File: src/rtl/multicycle_controller.sv
// Main sequencing FSM of the multi-cycle RV32I core (FETCH/DECODE/EXECUTE/MEM/WRITEBACK).
// Control outputs are combinational decodes of state, ir_q, mem_ready and branch_taken.
// Optional macro ILLEGAL_TRAP_EN: unknown opcodes trap in DECODE instead of retiring as NOPs.
module multicycle_controller #(
   parameter int MEM_TIMEOUT = 16,
   parameter int CNT_W       = 32
) (
   input  logic             clk,
   input  logic             rst,
   input  logic [31:0]      ir_q,
   input  logic             mem_ready,
   input  logic             branch_taken,
   output logic             mem_req,
   output logic             mem_we,
   output logic             addr_sel,
   output logic             ir_we,
   output logic             pc_we,
   output logic [1:0]       pc_sel,
   output logic             alu_a_sel,
   output logic             alu_b_sel,
   output logic             reg_we,
   output logic [1:0]       wb_sel,
   output logic [CNT_W-1:0] instret,
   output logic             bus_error,
   output logic             illegal_instr
);

   localparam int TO_W = $clog2(MEM_TIMEOUT + 1);

   localparam logic [6:0] OPC_LUI    = 7'b0110111;
   localparam logic [6:0] OPC_AUIPC  = 7'b0010111;
   localparam logic [6:0] OPC_JAL    = 7'b1101111;
   localparam logic [6:0] OPC_JALR   = 7'b1100111;
   localparam logic [6:0] OPC_BRANCH = 7'b1100011;
   localparam logic [6:0] OPC_LOAD   = 7'b0000011;
   localparam logic [6:0] OPC_STORE  = 7'b0100011;
   localparam logic [6:0] OPC_OP_IMM = 7'b0010011;
   localparam logic [6:0] OPC_OP     = 7'b0110011;

   typedef enum logic [2:0] {
      S_FETCH, S_DECODE, S_EXEC, S_MEM, S_WB, S_ERROR, S_TRAP
   } state_t;

   typedef struct packed {
      logic       mem_req;
      logic       mem_we;
      logic       addr_sel;
      logic       ir_we;
      logic       pc_we;
      logic [1:0] pc_sel;
      logic       alu_a_sel;
      logic       alu_b_sel;
      logic       reg_we;
      logic [1:0] wb_sel;
   } ctl_t;

   state_t            state_q, state_d;
   logic [TO_W-1:0]   to_cnt_q, to_cnt_d;
   logic [CNT_W-1:0]  instret_q, instret_d;
   ctl_t              ctl;

   // Opcode classes; the legal set is the one the immediate extender understands.
   logic [6:0] opc;
   logic is_lui, is_auipc, is_jal, is_jalr, is_branch, is_load, is_store, is_op_imm, is_op;
   logic is_legal;

   assign opc       = ir_q[6:0];
   assign is_lui    = (opc == OPC_LUI);
   assign is_auipc  = (opc == OPC_AUIPC);
   assign is_jal    = (opc == OPC_JAL);
   assign is_jalr   = (opc == OPC_JALR);
   assign is_branch = (opc == OPC_BRANCH);
   assign is_load   = (opc == OPC_LOAD);
   assign is_store  = (opc == OPC_STORE);
   assign is_op_imm = (opc == OPC_OP_IMM);
   assign is_op     = (opc == OPC_OP);
   assign is_legal  = is_lui | is_auipc | is_jal | is_jalr | is_branch |
                      is_load | is_store | is_op_imm | is_op;

   // Only the opcode field steers sequencing; the rest of the IR feeds the datapath.
   logic unused_ir_bits;
   assign unused_ir_bits = &{1'b0, ir_q[31:7]};

   // Next-state, control decode, retire counting and memory-timeout tracking.
   always_comb begin
      ctl       = '0;
      state_d   = state_q;
      to_cnt_d  = to_cnt_q;
      instret_d = instret_q;

      case (state_q)
         S_FETCH: begin
            ctl.mem_req = 1'b1;
            if (mem_ready) begin
               ctl.ir_we = 1'b1;
               state_d   = S_DECODE;
            end
         end
         S_DECODE: begin
`ifdef ILLEGAL_TRAP_EN
            state_d = is_legal ? S_EXEC : S_TRAP;
`else
            state_d = S_EXEC;
`endif
         end
         S_EXEC: begin
            ctl.alu_b_sel = ~(is_op | is_branch);
            ctl.alu_a_sel = is_auipc;
            if (is_load || is_store) begin
               state_d = S_MEM;
            end else if (is_branch) begin
               ctl.pc_we  = 1'b1;
               ctl.pc_sel = branch_taken ? 2'b01 : 2'b00;
               instret_d  = instret_q + CNT_W'(1);
               state_d    = S_FETCH;
            end else if (!is_legal) begin
               // Unknown opcode without trapping: step over it like a NOP.
               ctl.pc_we = 1'b1;
               instret_d = instret_q + CNT_W'(1);
               state_d   = S_FETCH;
            end else begin
               state_d = S_WB;
            end
         end
         S_MEM: begin
            ctl.mem_req   = 1'b1;
            ctl.addr_sel  = 1'b1;
            ctl.mem_we    = is_store;
            ctl.alu_b_sel = 1'b1;
            if (mem_ready) begin
               if (is_store) begin
                  ctl.pc_we = 1'b1;
                  instret_d = instret_q + CNT_W'(1);
                  state_d   = S_FETCH;
               end else begin
                  state_d = S_WB;
               end
            end
         end
         S_WB: begin
            // ALU selects stay put so JALR/AUIPC results remain valid here.
            ctl.alu_b_sel = ~(is_op | is_branch);
            ctl.alu_a_sel = is_auipc;
            ctl.reg_we    = 1'b1;
            ctl.pc_we     = 1'b1;
            instret_d     = instret_q + CNT_W'(1);
            state_d       = S_FETCH;
            if (is_load)                ctl.wb_sel = 2'b01;
            else if (is_jal || is_jalr) ctl.wb_sel = 2'b10;
            else if (is_lui)            ctl.wb_sel = 2'b11;
            if (is_jal)                 ctl.pc_sel = 2'b01;
            else if (is_jalr)           ctl.pc_sel = 2'b10;
         end
         default: begin
            // ERROR and TRAP hold with every enable low until reset.
         end
      endcase

      if (ctl.mem_req && mem_ready) begin
         to_cnt_d = '0;
      end else if (ctl.mem_req) begin
         to_cnt_d = to_cnt_q + TO_W'(1);
         if (to_cnt_d == TO_W'(MEM_TIMEOUT)) begin
            state_d   = S_ERROR;
            instret_d = instret_q;
         end
      end
      if ((state_d != state_q) && (state_d == S_FETCH || state_d == S_MEM)) begin
         to_cnt_d = '0;
      end
   end

   // State, timeout counter and retired-instruction counter.
   always_ff @(posedge clk) begin
      if (rst) begin
         state_q   <= S_FETCH;
         to_cnt_q  <= '0;
         instret_q <= '0;
      end else begin
         state_q   <= state_d;
         to_cnt_q  <= to_cnt_d;
         instret_q <= instret_d;
      end
   end

   assign {mem_req, mem_we, addr_sel, ir_we, pc_we, pc_sel,
           alu_a_sel, alu_b_sel, reg_we, wb_sel} = rst ? '0 : ctl;

   assign instret   = instret_q;
   assign bus_error = (state_q == S_ERROR);
`ifdef ILLEGAL_TRAP_EN
   assign illegal_instr = (state_q == S_TRAP);
`else
   assign illegal_instr = 1'b0;
`endif

endmodule

File: config.mk
export PLATFORM = sky130hd
export DESIGN_NAME = multicycle_controller
export DESIGN_NICKNAME = d
export VERILOG_FILES = /design/src/rtl/multicycle_controller.sv
export SDC_FILE = /design/constraint.sdc
export NUM_CORES = 1
export LEC_CHECK = 0
export BUFFER_PORTS_ARGS = -buffer_cell sky130_fd_sc_hd__buf_2
export CAP_MARGIN = 5
export CORE_MARGIN = 10
export CORE_UTILIZATION = 35
export CTS_BUF_LIST = sky130_fd_sc_hd__clkbuf_8
export DETAILED_ROUTE_END_ITERATION = 12
export PLACE_DENSITY = 0.67
export SETUP_SLACK_MARGIN = 0.05
export SKIP_CTS_REPAIR_TIMING = 1
export SYNTH_ARGS = -nofsm -noshare
export SYNTH_HDL_FRONTEND = slang
export SYNTH_SLANG_ARGS = --single-unit
File: constraint.sdc
create_clock -name clk -period 2 [get_ports clk]
set_input_delay 0.1 -clock clk [delete_from_list [all_inputs] [get_ports clk]]
set_output_delay 0.1 -clock clk [all_outputs]
set_load 0.005 [all_outputs]
-- Word level (Yosys, flattened, before mapping)
Cells that the tools add are included.
- add/sub/neg operators: 2
- multiplexer cells: 40
- bitwise gates (word level): 10
- reductions and logical operators: 10
- equality and inequality tests: 18
- operators by type and width (cell ; count):
    $mux 32 ; 8
    $pmux 32 s3 ; 1
    $mux 3 ; 11
    $add 32x1->32 const B ; 1
    $eq 7x6->1 const B ; 3
    $eq 7x7->1 const B ; 3
    $pmux 3 s5 ; 1
    $eq 7x5->1 const B ; 2
    $mux 12 ; 1
    $mux 2 ; 6
    $eq 3x2->1 const B ; 3
    $mux 1 ; 9
    $or 1x1->1 ; 9
    $eq 7x2->1 const B ; 1
    $eq 3x3->1 const B ; 2
    $logic_not 3->1 ; 2
    $pmux 3 s2 ; 1
    $add 5x1->5 const B ; 1
    $eq 5x5->1 const B ; 1
    $reduce_or 2->1 ; 2
    $eq 3x1->1 const B ; 1
    $logic_or 1x1->1 ; 3
    $ne 3x3->1 ; 1
    $ne 3x3->1 const B ; 1
    other kinds (5) ; 6
- register bits: 40
- output and inout port bits: 46

-- Longest topological paths before layout
- word-level depth: 20
- depth in mapped cells: 8
- depth with buffers taken out: 6

-- Least setup slack after synthesis
Ideal clock, no wire load.
- path kind: register to register
- start point: register instret_q[3] (netlist: instret[3])
- end point: register instret_q[31] (netlist: instret[31])
- arrival time: 1928 ps
- required time: 1879 ps
- path slack: -49 ps
- cell stages (with the launch flop): 6
- clock period less this slack: 2049 ps
- path buffers: 0
- cell sequence: dfxtp_1 > nand4_1 > nor3_1 > nand2_1 > a211oi_1 > mux2_2
- cells in the longest elaborated chain, start to end: 8
- elaborated cells between the ends (all ways): 10
- classes of those cells: 1 x add/sub; 9 x mux
- RTL lines (what ; line ; source):
    start, declared ; 59 ; logic [CNT_W-1:0] instret_q, instret_d;
    start signal, assigned ; 182 ; instret_q <= instret_d;
    $add 32x1->32 (*) ; -- ;
    $mux 32 ; 116 ; end else if (!is_legal) begin
    $mux 32 ; 111 ; end else if (is_branch) begin
    $mux 32 ; 109 ; if (is_load || is_store) begin
    $pmux 32 s3 (*) ; 91 ; case (state_q)
    $mux 32 ; 163 ; if (to_cnt_d == TO_W'(MEM_TIMEOUT)) begin
    $mux 32 ; 161 ; end else if (ctl.mem_req) begin
    $mux 32 (*) ; 159 ; if (ctl.mem_req && mem_ready) begin
Every way passes the cells marked *; elsewhere a longest branch is shown, timed or not. The select of a mux whose other input is x is not followed.
A chain may end at the register's enable or synchronous reset.

-- Worst setup path after layout
- start point: register state_q[2]
- end point: register instret_q[29] (netlist: instret[29])
- cells in the longest elaborated chain, start to end: 5
- elaborated cells between the ends (all ways): 12
- classes of those cells: 4 x eq/ne; 5 x mux; 3 x reduce/logical
- RTL lines (what ; line ; source):
    start, declared ; 57 ; state_t state_q, state_d;
    start signal, assigned ; 180 ; state_q <= state_d;
    $eq 3x3->1 (tied with other cells) ; 91 ;
    $pmux 32 s3 / $reduce_or 2->1 (equally long branches) ; -- ;
    $mux 32 / $mux 1 (equally long branches) ; 163, 91 ;
    $mux 32 / $logic_and 1x1->1 (equally long branches) ; 161, 159 ;
    $mux 32 / $ne 3x3->1 (equally long branches) ; -- ;
Parallel ways exist; a longest one is shown, timed or not. The select of a mux whose other input is x is not followed.

==> results.tsv <==
stage	metric	value	unit
synth	synth_cell_types	47	
finish	drive_gt1_share	40.0	%
finish	fillers	747	
finish	fin_cells	524	
sta	fin_crit_sh	97.5	%
clock_tree	cts_root_buf	clkbuf_8	
placement	dp_cells	510	
clock_tree	clk_pin_slew	70	ps
synth	synth_ff_type	dfxtp_1	
synth	syn_inst	334	
grt	grt_usage	12.1	%
critical_path	rr_startpoint	state_q[2]$_SDFF_PP0_	
sta	fmax	513	MHz
critical_path	crit_path_start_kind	flop	
synth	synth_nets	373	
critical_path	r2r_end	instret[29]$_SDFFE_PP0P_	
grt	grt_pass1_vias	2493	
clock_tree	cts_tree	done	
critical_path	critPathKind	reg2reg	
sta	finalHoldViolCount	0	
detailed_routing	drt-pass1-iter-count	4	
synth	synth_top_area_cell	dfxtp_1	
finish	multi_input_area	1870	um^2
synth	synth_edf_count	0	
detailed_routing	antenna_left	0	
power	power_density	429	nW/um^2
floorplan	die_area	11400	um^2
finish	final_cell_mix	buf_2 (55), buf_4 (46), nor2_1 (44), dfxtp_1 (36)	
finish	num_antenna_cells	0	
sta	slew_violations	0	
floorplan	rows	31	
critical_path	worstPathArrival	2130	ps
floorplan	start_util	36.2	%
synth	yosys-top-cells-area	dfxtp_1 (30%), mux2_2 (12%), nor2_1 (6.3%)	
floorplan	die_y	107	um
clock_tree	cts_max_path_buffers	2	
critical_path	worstSetupStartpoint	state_q[2]$_SDFF_PP0_	
grt	grt_antenna_before_repair	0	
sta	slew_headroom	63.2	%
clock_tree	clk_latency	290	ps
sta	finalCriticalPeriod	1950	ps
critical_path	cp_max_fo	8	
clock_tree	cts_max_level	2	
grt	grt_max_degree	44	
sta	whs	219	ps
grt	grt_pass1_wl	11700	um
critical_path	endpoint_kind	flop	
synth	yosysWarningCount	0	
detailed_routing	first_iter_violations	96	
finish	area_growth_syn_to_layout	36.6	%
critical_path	cp.required	2180	ps
clock_tree	cts_buffers	5	
power	leakage	0.00155	uW
detailed_routing	vias	2702	
floorplan	pin_count	82	
synth	synth_top_area_share	30.3	%
critical_path	cp-endpoint	instret[29]$_SDFFE_PP0P_	
placement	dp_hpwl	5440	um
finish	fin_nets	464	
critical_path	reg2reg_depth	6	
placement	place_congestion	0.831	
sta	setup_viol	0	
power	ir_worst_vdd	0.000249	V
detailed_routing	wl	7490	um
synth	synth.ff_latch_count	40	
detailed_routing	via_per_inst	5.16	
synth	ys_seq_area_share	30.3	%
grt	overflow	0	
floorplan	coreArea	7290	um^2
clock_tree	clock-sinks	40	
placement	io_buffers	55	
synth	async_flop_share	0	%
run_status	status	finished, final reports clean	
sta	tightest_slew	552	ps
finish	layout_commonest_cell	buf_2	
run	cap_violations	0	
sta	fin_skew	5.86	ps
floorplan	die_w	107	um
detailed_routing	wl_per_cell	14.3	um
worst_hold_path	worstHoldPathType	in2reg	
finish	seqCellArea	808	um^2
synth	syn_area	2640	um^2
critical_path	r2r_setup_slack	50	ps
detailed_routing	drc	0	
synth	post_synth.cell_area_avg	7.91	um^2
sta	rsz0062_at_grt	yes	
worst min-delay path by stage:
stage                              from                  endpoint  slack (ps)  cells past startpoint
4_1_cts                       mem_ready     state_q[1]$_SDFF_PP0_         210                      4
3_3_place_gp                    ir_q[5]                 alu_a_sel         480                      3
3_5_place_dp   instret[27]$_SDFFE_PP0P_  instret[27]$_SDFFE_PP0P_         480                      2
5_1_grt                       mem_ready     state_q[1]$_SDFF_PP0_         260                      4
2_1_floorplan                   ir_q[5]                 alu_a_sel         240                      1
6_report                      mem_ready     state_q[1]$_SDFF_PP0_         220                      4
through the flow:
step / util, % / setup WS, ps / cell area, um^2 / total power (uW) / setup TNS [ps]
floorplan: - / 11.2 / 2660 / 958 / 0
global placement: 45.4 / -15.1 / 3310 / 1030 / -15.1
detailed placement: 45.4 / -21.5 / 3310 / 1030 / -37.6
CTS: 46.5 / -52.7 / 3390 / 1550 / -149
global route: 49.5 / -13.1 / 3610 / 1630 / -14.5
finish: 49.5 / 49.4 / 3610 / 1550 / 0
state kept, by name, indices dropped and copies added (netlist names):
register,cells
to_cnt_q,5
instret,32
state_q,3
layer usage:
layer | vias up | global-route usage, % | wire (um)
li1 | 1363 | - | -
met1 | 1270 | 14.2 | 3220
met2 | 60 | 20.3 | 3680
met3 | 9 | 4.13 | 490
met4 | 0 | 3.87 | 92
met5 | - | 0 | 0
layout make-up:
type	instances	share of cell area, %
sequential	40	22.4
timing repair buffer	105	19.3
clock buffer	5	1.91
multi-input combinational	264	51.8
clock inverter	2	0.243
tap	99	3.43
inverter	9	0.937
power by group:
part           switching [uW]  internal (uW)  total, uW
registers                13.0            806        819
logic                     129           93.5        222
clock network             274            232        506
total                     415           1130       1550
synth_stat cells, drive strengths merged (2+ instances only):
| cell type | instances |
|---|---|
| a2111oi | 4 |
| a211o | 2 |
| a211oi | 8 |
| a21oi | 28 |
| and3 | 5 |
| and4 | 2 |
| buf | 9 |
| clkbuf | 12 |
| dfxtp | 40 |
| ha | 3 |
| inv | 9 |
| mux2 | 30 |
| nand2 | 26 |
| nand2b | 3 |
| nand3 | 19 |
| nand4 | 8 |
| nor2 | 44 |
| nor2b | 26 |
| nor3 | 13 |
| nor3b | 4 |
| nor4 | 6 |
| o21a | 3 |
| o21ai | 7 |
| o22ai | 2 |
| xor2 | 8 |
logic make-up (layout without fill, tap and decap cells):
logic type | Yosys count | in the layout | synth area share [%]
other cells | 1 | 1 | 0.142
flops | 40 | 40 | 30.3
simple gates | 158 | 158 | 30.5
mux | 30 | 30 | 12.8
fa+ha+maj | 3 | 3 | 1.42
compound gates | 63 | 63 | 17.0
xor+xnor | 9 | 9 | 2.98
buf+inv | 30 | 121 | 4.83
worst max-delay path, stage by stage, from the launching register on:
cell and delay, ps:
dfxtp_1 310, nand2b_4 170, a311oi_4 340, o21ai_4 150, buf_4 170, a2111oi_4 340, mux2_2 360
Power figures use the tool's default switching activity.
